<file path="src/rtl/fetch_unit_if.sv">
// rtl/fetch_unit_if.sv - instruction memory and ID-side handshake bundle for fetch_unit
interface fetch_unit_if #(
  parameter int ADDR_W = 32,
  parameter int INST_W = 32
);
  logic              mem_req_o;
  logic [ADDR_W-1:0] mem_addr_o;
  logic              mem_gnt_i;
  logic              mem_rvalid_i;
  logic [INST_W-1:0] mem_rdata_i;
  logic              id_valid_o;
  logic [ADDR_W-1:0] id_pc_o;
  logic [INST_W-1:0] id_inst_o;
  logic              id_ready_i;
  logic              redirect_i;
  logic [ADDR_W-1:0] redirect_pc_i;

  // Fetch unit side
  modport master (
    output mem_req_o, mem_addr_o,
    input  mem_gnt_i, mem_rvalid_i, mem_rdata_i,
    output id_valid_o, id_pc_o, id_inst_o,
    input  id_ready_i, redirect_i, redirect_pc_i
  );

  // Memory / decode side
  modport slave (
    input  mem_req_o, mem_addr_o,
    output mem_gnt_i, mem_rvalid_i, mem_rdata_i,
    input  id_valid_o, id_pc_o, id_inst_o,
    output id_ready_i, redirect_i, redirect_pc_i
  );
endinterface

</file>
<file path="src/rtl/fetch_unit.sv">
// rtl/fetch_unit.sv - in-order instruction fetch queue with redirect flush; FETCH_PERF_EN adds stall/flush counters
module fetch_unit #(
  parameter int                ADDR_W   = 32,
  parameter int                INST_W   = 32,
  parameter int                DEPTH    = 4,
  parameter logic [ADDR_W-1:0] RESET_PC = '0,
  parameter int                PC_STEP  = 4
) (
  input  logic        clk,
  input  logic        rst,
  fetch_unit_if.master bus
`ifdef FETCH_PERF_EN
  ,
  output logic [31:0] perf_stall_o,
  output logic [31:0] perf_flush_o
`endif
);
  // Pointers carry one extra wrap bit so full and empty are distinguishable.
  localparam int                PW      = $clog2(DEPTH);
  localparam int                CW      = PW + 1;
  localparam logic [CW:0]       DEPTH_W = (CW + 1)'(DEPTH);
  localparam logic [ADDR_W-1:0] STEP    = ADDR_W'(PC_STEP);

  logic [CW-1:0]     head, fill, tail, discard_cnt;
  logic [CW-1:0]     alloc_cnt, filled_cnt, inflight_cnt;
  logic [CW:0]       occupancy;
  logic [ADDR_W-1:0] fetch_pc;
  logic [ADDR_W-1:0] pc_q   [DEPTH];
  logic [INST_W-1:0] inst_q [DEPTH];
  logic              req, issue, store, drop, pop, valid, redirect;

  // Queue occupancy, handshake decode and head presentation
  always_comb begin
    redirect     = bus.redirect_i;
    alloc_cnt    = tail - head;
    filled_cnt   = fill - head;
    inflight_cnt = alloc_cnt - filled_cnt;
    // Stale in-flight responses still own a slot until they come back.
    occupancy    = {1'b0, alloc_cnt} + {1'b0, discard_cnt};
    req          = rst && !redirect && (occupancy < DEPTH_W);
    issue        = req && bus.mem_gnt_i;
    // Responses landing in a redirect cycle belong to the old stream.
    drop         = bus.mem_rvalid_i && (redirect || (discard_cnt != '0));
    store        = bus.mem_rvalid_i && !drop;
    valid        = (filled_cnt != '0);
    pop          = valid && bus.id_ready_i && !redirect;
    bus.mem_req_o  = req;
    bus.mem_addr_o = fetch_pc;
    bus.id_valid_o = valid;
    bus.id_pc_o    = valid ? pc_q[head[PW-1:0]]   : '0;
    bus.id_inst_o  = valid ? inst_q[head[PW-1:0]] : '0;
  end

  // Fetch PC, queue pointers and stale-response discard counter
  always_ff @(posedge clk or negedge rst) begin
    if (!rst) begin
      fetch_pc    <= RESET_PC;
      head        <= '0;
      fill        <= '0;
      tail        <= '0;
      discard_cnt <= '0;
    end else if (redirect) begin
      fetch_pc    <= {bus.redirect_pc_i[ADDR_W-1:2], 2'b00};
      head        <= '0;
      fill        <= '0;
      tail        <= '0;
      discard_cnt <= discard_cnt + inflight_cnt - CW'(bus.mem_rvalid_i);
    end else begin
      if (issue) begin
        tail     <= tail + CW'(1);
        fetch_pc <= fetch_pc + STEP;
      end
      if (store) fill <= fill + CW'(1);
      if (pop)   head <= head + CW'(1);
      if (drop)  discard_cnt <= discard_cnt - CW'(1);
    end
  end

  // Entry payload: PC captured at issue, instruction captured at response
  always_ff @(posedge clk) begin
    if (issue) pc_q[tail[PW-1:0]]   <= fetch_pc;
    if (store) inst_q[fill[PW-1:0]] <= bus.mem_rdata_i;
  end

`ifdef FETCH_PERF_EN
  logic [32:0] flush_sum;

  // Saturating sum of entries thrown away by a redirect
  always_comb begin
    flush_sum = {1'b0, perf_flush_o} + 33'(alloc_cnt);
  end

  // Saturating stall and flush event counters
  always_ff @(posedge clk or negedge rst) begin
    if (!rst) begin
      perf_stall_o <= '0;
      perf_flush_o <= '0;
    end else begin
      if (valid && !bus.id_ready_i && (perf_stall_o != '1))
        perf_stall_o <= perf_stall_o + 32'd1;
      if (redirect)
        perf_flush_o <= flush_sum[32] ? '1 : flush_sum[31:0];
    end
  end
`endif
endmodule

</file>
<file path="src/flat_wrapper.sv">
// flat-port wrapper written by rule: the top's interface ports become plain ports
module fetch_unit_flat 
#(
  parameter int                ADDR_W   = 32,
  parameter int                INST_W   = 32,
  parameter int                DEPTH    = 4,
  parameter logic [ADDR_W-1:0] RESET_PC = '0,
  parameter int                PC_STEP  = 4
)
  (clk, rst, bus_mem_req_o, bus_mem_addr_o, bus_mem_gnt_i, bus_mem_rvalid_i, bus_mem_rdata_i, bus_id_valid_o, bus_id_pc_o, bus_id_inst_o, bus_id_ready_i, bus_redirect_i, bus_redirect_pc_i);
  fetch_unit_if #(.ADDR_W(ADDR_W), .INST_W(INST_W)) bus_i ();
  input  logic clk;
  input  logic rst;
  output wire logic [$bits(bus_i.mem_req_o)-1:0] bus_mem_req_o;
  output wire logic [$bits(bus_i.mem_addr_o)-1:0] bus_mem_addr_o;
  input wire logic [$bits(bus_i.mem_gnt_i)-1:0] bus_mem_gnt_i;
  input wire logic [$bits(bus_i.mem_rvalid_i)-1:0] bus_mem_rvalid_i;
  input wire logic [$bits(bus_i.mem_rdata_i)-1:0] bus_mem_rdata_i;
  output wire logic [$bits(bus_i.id_valid_o)-1:0] bus_id_valid_o;
  output wire logic [$bits(bus_i.id_pc_o)-1:0] bus_id_pc_o;
  output wire logic [$bits(bus_i.id_inst_o)-1:0] bus_id_inst_o;
  input wire logic [$bits(bus_i.id_ready_i)-1:0] bus_id_ready_i;
  input wire logic [$bits(bus_i.redirect_i)-1:0] bus_redirect_i;
  input wire logic [$bits(bus_i.redirect_pc_i)-1:0] bus_redirect_pc_i;
  assign bus_mem_req_o = bus_i.mem_req_o;
  assign bus_mem_addr_o = bus_i.mem_addr_o;
  assign bus_i.mem_gnt_i = bus_mem_gnt_i;
  assign bus_i.mem_rvalid_i = bus_mem_rvalid_i;
  assign bus_i.mem_rdata_i = bus_mem_rdata_i;
  assign bus_id_valid_o = bus_i.id_valid_o;
  assign bus_id_pc_o = bus_i.id_pc_o;
  assign bus_id_inst_o = bus_i.id_inst_o;
  assign bus_i.id_ready_i = bus_id_ready_i;
  assign bus_i.redirect_i = bus_redirect_i;
  assign bus_i.redirect_pc_i = bus_redirect_pc_i;
  fetch_unit #(.ADDR_W(ADDR_W), .INST_W(INST_W), .DEPTH(DEPTH), .RESET_PC(RESET_PC), .PC_STEP(PC_STEP)) u_core (.clk(clk), .rst(rst), .bus(bus_i));
endmodule
</file>
<file path="config.mk">
export PLATFORM = sky130hd
export DESIGN_NAME = fetch_unit_flat
export DESIGN_NICKNAME = d
export VERILOG_FILES = /design/src/rtl/fetch_unit_if.sv /design/src/rtl/fetch_unit.sv /design/src/flat_wrapper.sv
export SDC_FILE = /design/constraint.sdc
export NUM_CORES = 1
export LEC_CHECK = 0
export CORE_MARGIN = 2
export CORE_UTILIZATION = 37
export CTS_CLUSTER_DIAMETER = 150
export DETAILED_ROUTE_END_ITERATION = 12
export SKIP_LAST_GASP = 1
export SYNTH_ARGS = -nofsm -noshare
export SYNTH_HDL_FRONTEND = slang
export SYNTH_SLANG_ARGS = --single-unit
</file>
<file path="constraint.sdc">
create_clock -name clk -period 4.35 [get_ports clk]
set_input_delay 0.87 -clock clk [delete_from_list [all_inputs] [get_ports clk]]
set_output_delay 0.87 -clock clk [all_outputs]
set_load 0.005 [all_outputs]
</file>
==> results.json <==
{
  "status": "completed",
  "endpoint_kind": "output pin",
  "antenna_found_initial": 0,
  "cts.sinks": 290,
  "drt_iter0_drc": 434,
  "drt-total-wl_mm": 27.3,
  "wl_per_cell_um": 20.0,
  "fmax_ghz": 0.239,
  "slowest_delay_ps": 480,
  "drc": 0,
  "vias_per_cell": 5.09,
  "final_area_um2": 15500,
  "synth.distinct_cells": 56,
  "root_buffer": "clkbuf_16",
  "start_kind": "register",
  "clock_skew_ps": 12.6,
  "utilization_pct": 47.4,
  "area_delta_synth_final_pct": 25.5,
  "vdd_ir_drop_max_mv": 0.326,
  "synth_ff_type": "edfxtp_1",
  "crit_type": "reg -> out",
  "grt_pass1_wl_mm": 42.7,
  "maxCapViolCount": 0,
  "combPwrFrac_pct": 35.5,
  "hp-class": "in -> async",
  "cts_tree": "done",
  "timing.final.crit_share_pct": 96.1,
  "fillers": 2861,
  "grt_pass1_vias": 7224,
  "start_util_pct": 37.8,
  "syn_area_per_cell_um2": 17.2,
  "tightest_slew_ps": 1030,
  "setup-tns-final_ps": 0,
  "die_h_um": 187,
  "seq_area_um2": 8500,
  "num_io_pins": 168,
  "htreeDepth": 1,
  "drive_above_1_share_pct": 16.5,
  "core_area_um2": 32700,
  "num_vias": 6933,
  "clk_pin_slew_worst_paths_ps": 60,
  "port_buffers": 161,
  "switching_share_pct": 28.2,
  "cts_hold_buf": 0,
  "slew_headroom_pct": 31.6,
  "antenna_left": 0,
  "crit_slowest_cell": "or3b_4",
  "holdWs_ps": 479,
  "cp_max_fo": 33,
  "layoutNonFillerInstCount": 1362,
  "power.internal_mw": 6.58,
  "synthCells": 718,
  "cts_buffer_depth": 3,
  "layout_commonest_cell": "edfxtp_1",
  "gr-total-overflow": 0,
  "grt.total_usage_pct": 15.7,
  "synth_warnings": 0,
  "dpl_cell_area_um2": 14500,
  "power_switching_mw": 2.58,
  "slew_violations": 0,
  "multiInputGateArea_um2": 3550,
  "synth_area_um2": 12400,
  "power_density_nw_per_um2": 591,
  "p_seq_share_pct": 36.7,
  "setup_violations": 0,
  "p_leak_nw": 5.21,
  "async_reset_ff_share_pct": 14.5,
  "synth_edf_count": 248,
  "power_frac_clock_pct": 27.8,
  "antennaDiodeCount": 0,
  "die_w_um": 187,
  "worstPathArrival_ps": 3310,
  "r2r_slack_ps": 890,
  "place_hpwl_mm": 16.8,
  "rows": 66,
  "crit_family": "buffers and inverters",
  "ys_seq_area_share_pct": 68.8,
  "cts_buffers": 31,
  "critPathBufInv": 4,
  "dp.cells": 1302,
  "fp.dieArea_um2": 34900,
  "path_cells": "inv_2 > ha_1 > inv_1 > fa_1 > xnor3_1 > or3b_4 > buf_12 > and2_1 > clkdlybuf4s50_1",
  "hold_viol_final": 0,
  "synth_seq_cells": 290,
  "fin_crit_ps": 4180,
  "clk_latency_ps": 560,
  "gp_congestion": 0.737,
  "dr.pass1.iters": 5,
  "layout_common_cells": "edfxtp_1 (248), clkdlybuf4s50_1 (158), and2_1 (70), mux4_2 (62), nand2_1 (40)",
  "cp.required_ps": 3480,
  "grt_max_degree": 65,
  "finalNetCount": 988
}
[final timing paths]
check / depth (start not counted) / to / startpoint
hold / removal: 2 / u_core.bus.mem_addr_o[14]$_DFFE_PN0P_ / rst
setup reg to reg: 13 / u_core.bus.mem_addr_o[23]$_DFFE_PN0P_ / u_core.tail[0]$_DFFE_PN0P_
max in group asynchronous: 2 / u_core.head[0]$_DFFE_PN0P_ / rst
min in group clk: 1 / u_core.tail[0]$_DFFE_PN0P_ / u_core.tail[0]$_DFFE_PN0P_
setup / recovery: 9 / bus_id_inst_o[23] / u_core.fill[0]$_DFFE_PN0P_
hold reg to reg: 1 / u_core.tail[0]$_DFFE_PN0P_ / u_core.tail[0]$_DFFE_PN0P_
[through the flow]
| stage | setup WS [ps] | total power [mW] |
|---|---|---|
| final | 169 | 9.16 |
| after global routing | -36.1 | 9.67 |
| after CTS | 37.0 | 9.31 |
| after detailed placement | 339 | 6.69 |
| after global placement | 355 | 6.66 |
| after floorplan | 296 | 5.11 |
[cells in the mapped netlist (all sizes together), types with 8 or more instances]
master	count	area share [%]
nand2	41	1.3
clkbuf	12	0.36
and2	75	3.8
xnor2	13	0.92
dfrtp	42	8.5
inv	17	0.52
nand3	20	0.85
o21ai	21	0.85
o311ai	8	0.57
nor2	16	0.49
edfxtp	248	60
ha	16	1.6
mux4	62	11
buf	31	1.8
nand4	8	0.53
o211ai	8	0.49
[metal layers]
| layer | routed length (um) | track usage, % |
|---|---|---|
| met5 | 0 | 0 |
| met2 | 13500 | 26.9 |
| met3 | 1270 | 2.18 |
| met1 | 12000 | 21.1 |
| met4 | 482 | 3.91 |
[power groups by stage]
stage	registers [mW]	logic, mW	clock network [mW]
3_5_place_dp	3.42	3.28	0
4_1_cts	3.36	3.34	2.62
5_1_grt	3.38	3.55	2.74
2_1_floorplan	3.36	1.75	0
3_3_place_gp	3.41	3.25	0
6_report	3.36	3.26	2.55
[flip-flops by register name, indices dropped and copies added, names as in the netlist]
signal                 cells
u_core.head                3
u_core.discard_cnt         3
u_core.fill                3
u_core.inst_q            128
u_core.bus.mem_addr_o     30
u_core.tail                3
u_core.pc_q              120
[timing repair]
action | 4_1_cts | 5_1_grt
setup endpoints to repair | 63 | 61
resized for setup | 1 | 5
buffers inserted | 2 | 1
pin swaps | 1 | 2
[area by class of cell]
class                           instances  share of cell area [%]
Tap cell                              442                    3.57
Timing Repair Buffer                  185                    11.8
Inverter                               17                   0.412
Clock inverter                         12                   0.791
Sequential cell                       290                    54.9
Multi-Input combinational cell        371                    22.9
Clock buffer                           45                    5.60
[logic make-up after synthesis]
group | count (synthesis) | share of synthesized area [%]
AO/OA/AOI/OAI | 63 | 3.52
flip-flops | 290 | 68.8
AND/OR/NAND/NOR | 195 | 9.14
other | 1 | 0.0304
adder cells (fa/ha/maj) | 22 | 2.59
buffers and inverters | 60 | 2.67
multiplexers | 67 | 11.7
XOR/XNOR | 20 | 1.53
Note: power is estimated with default switching activity, not from simulation.
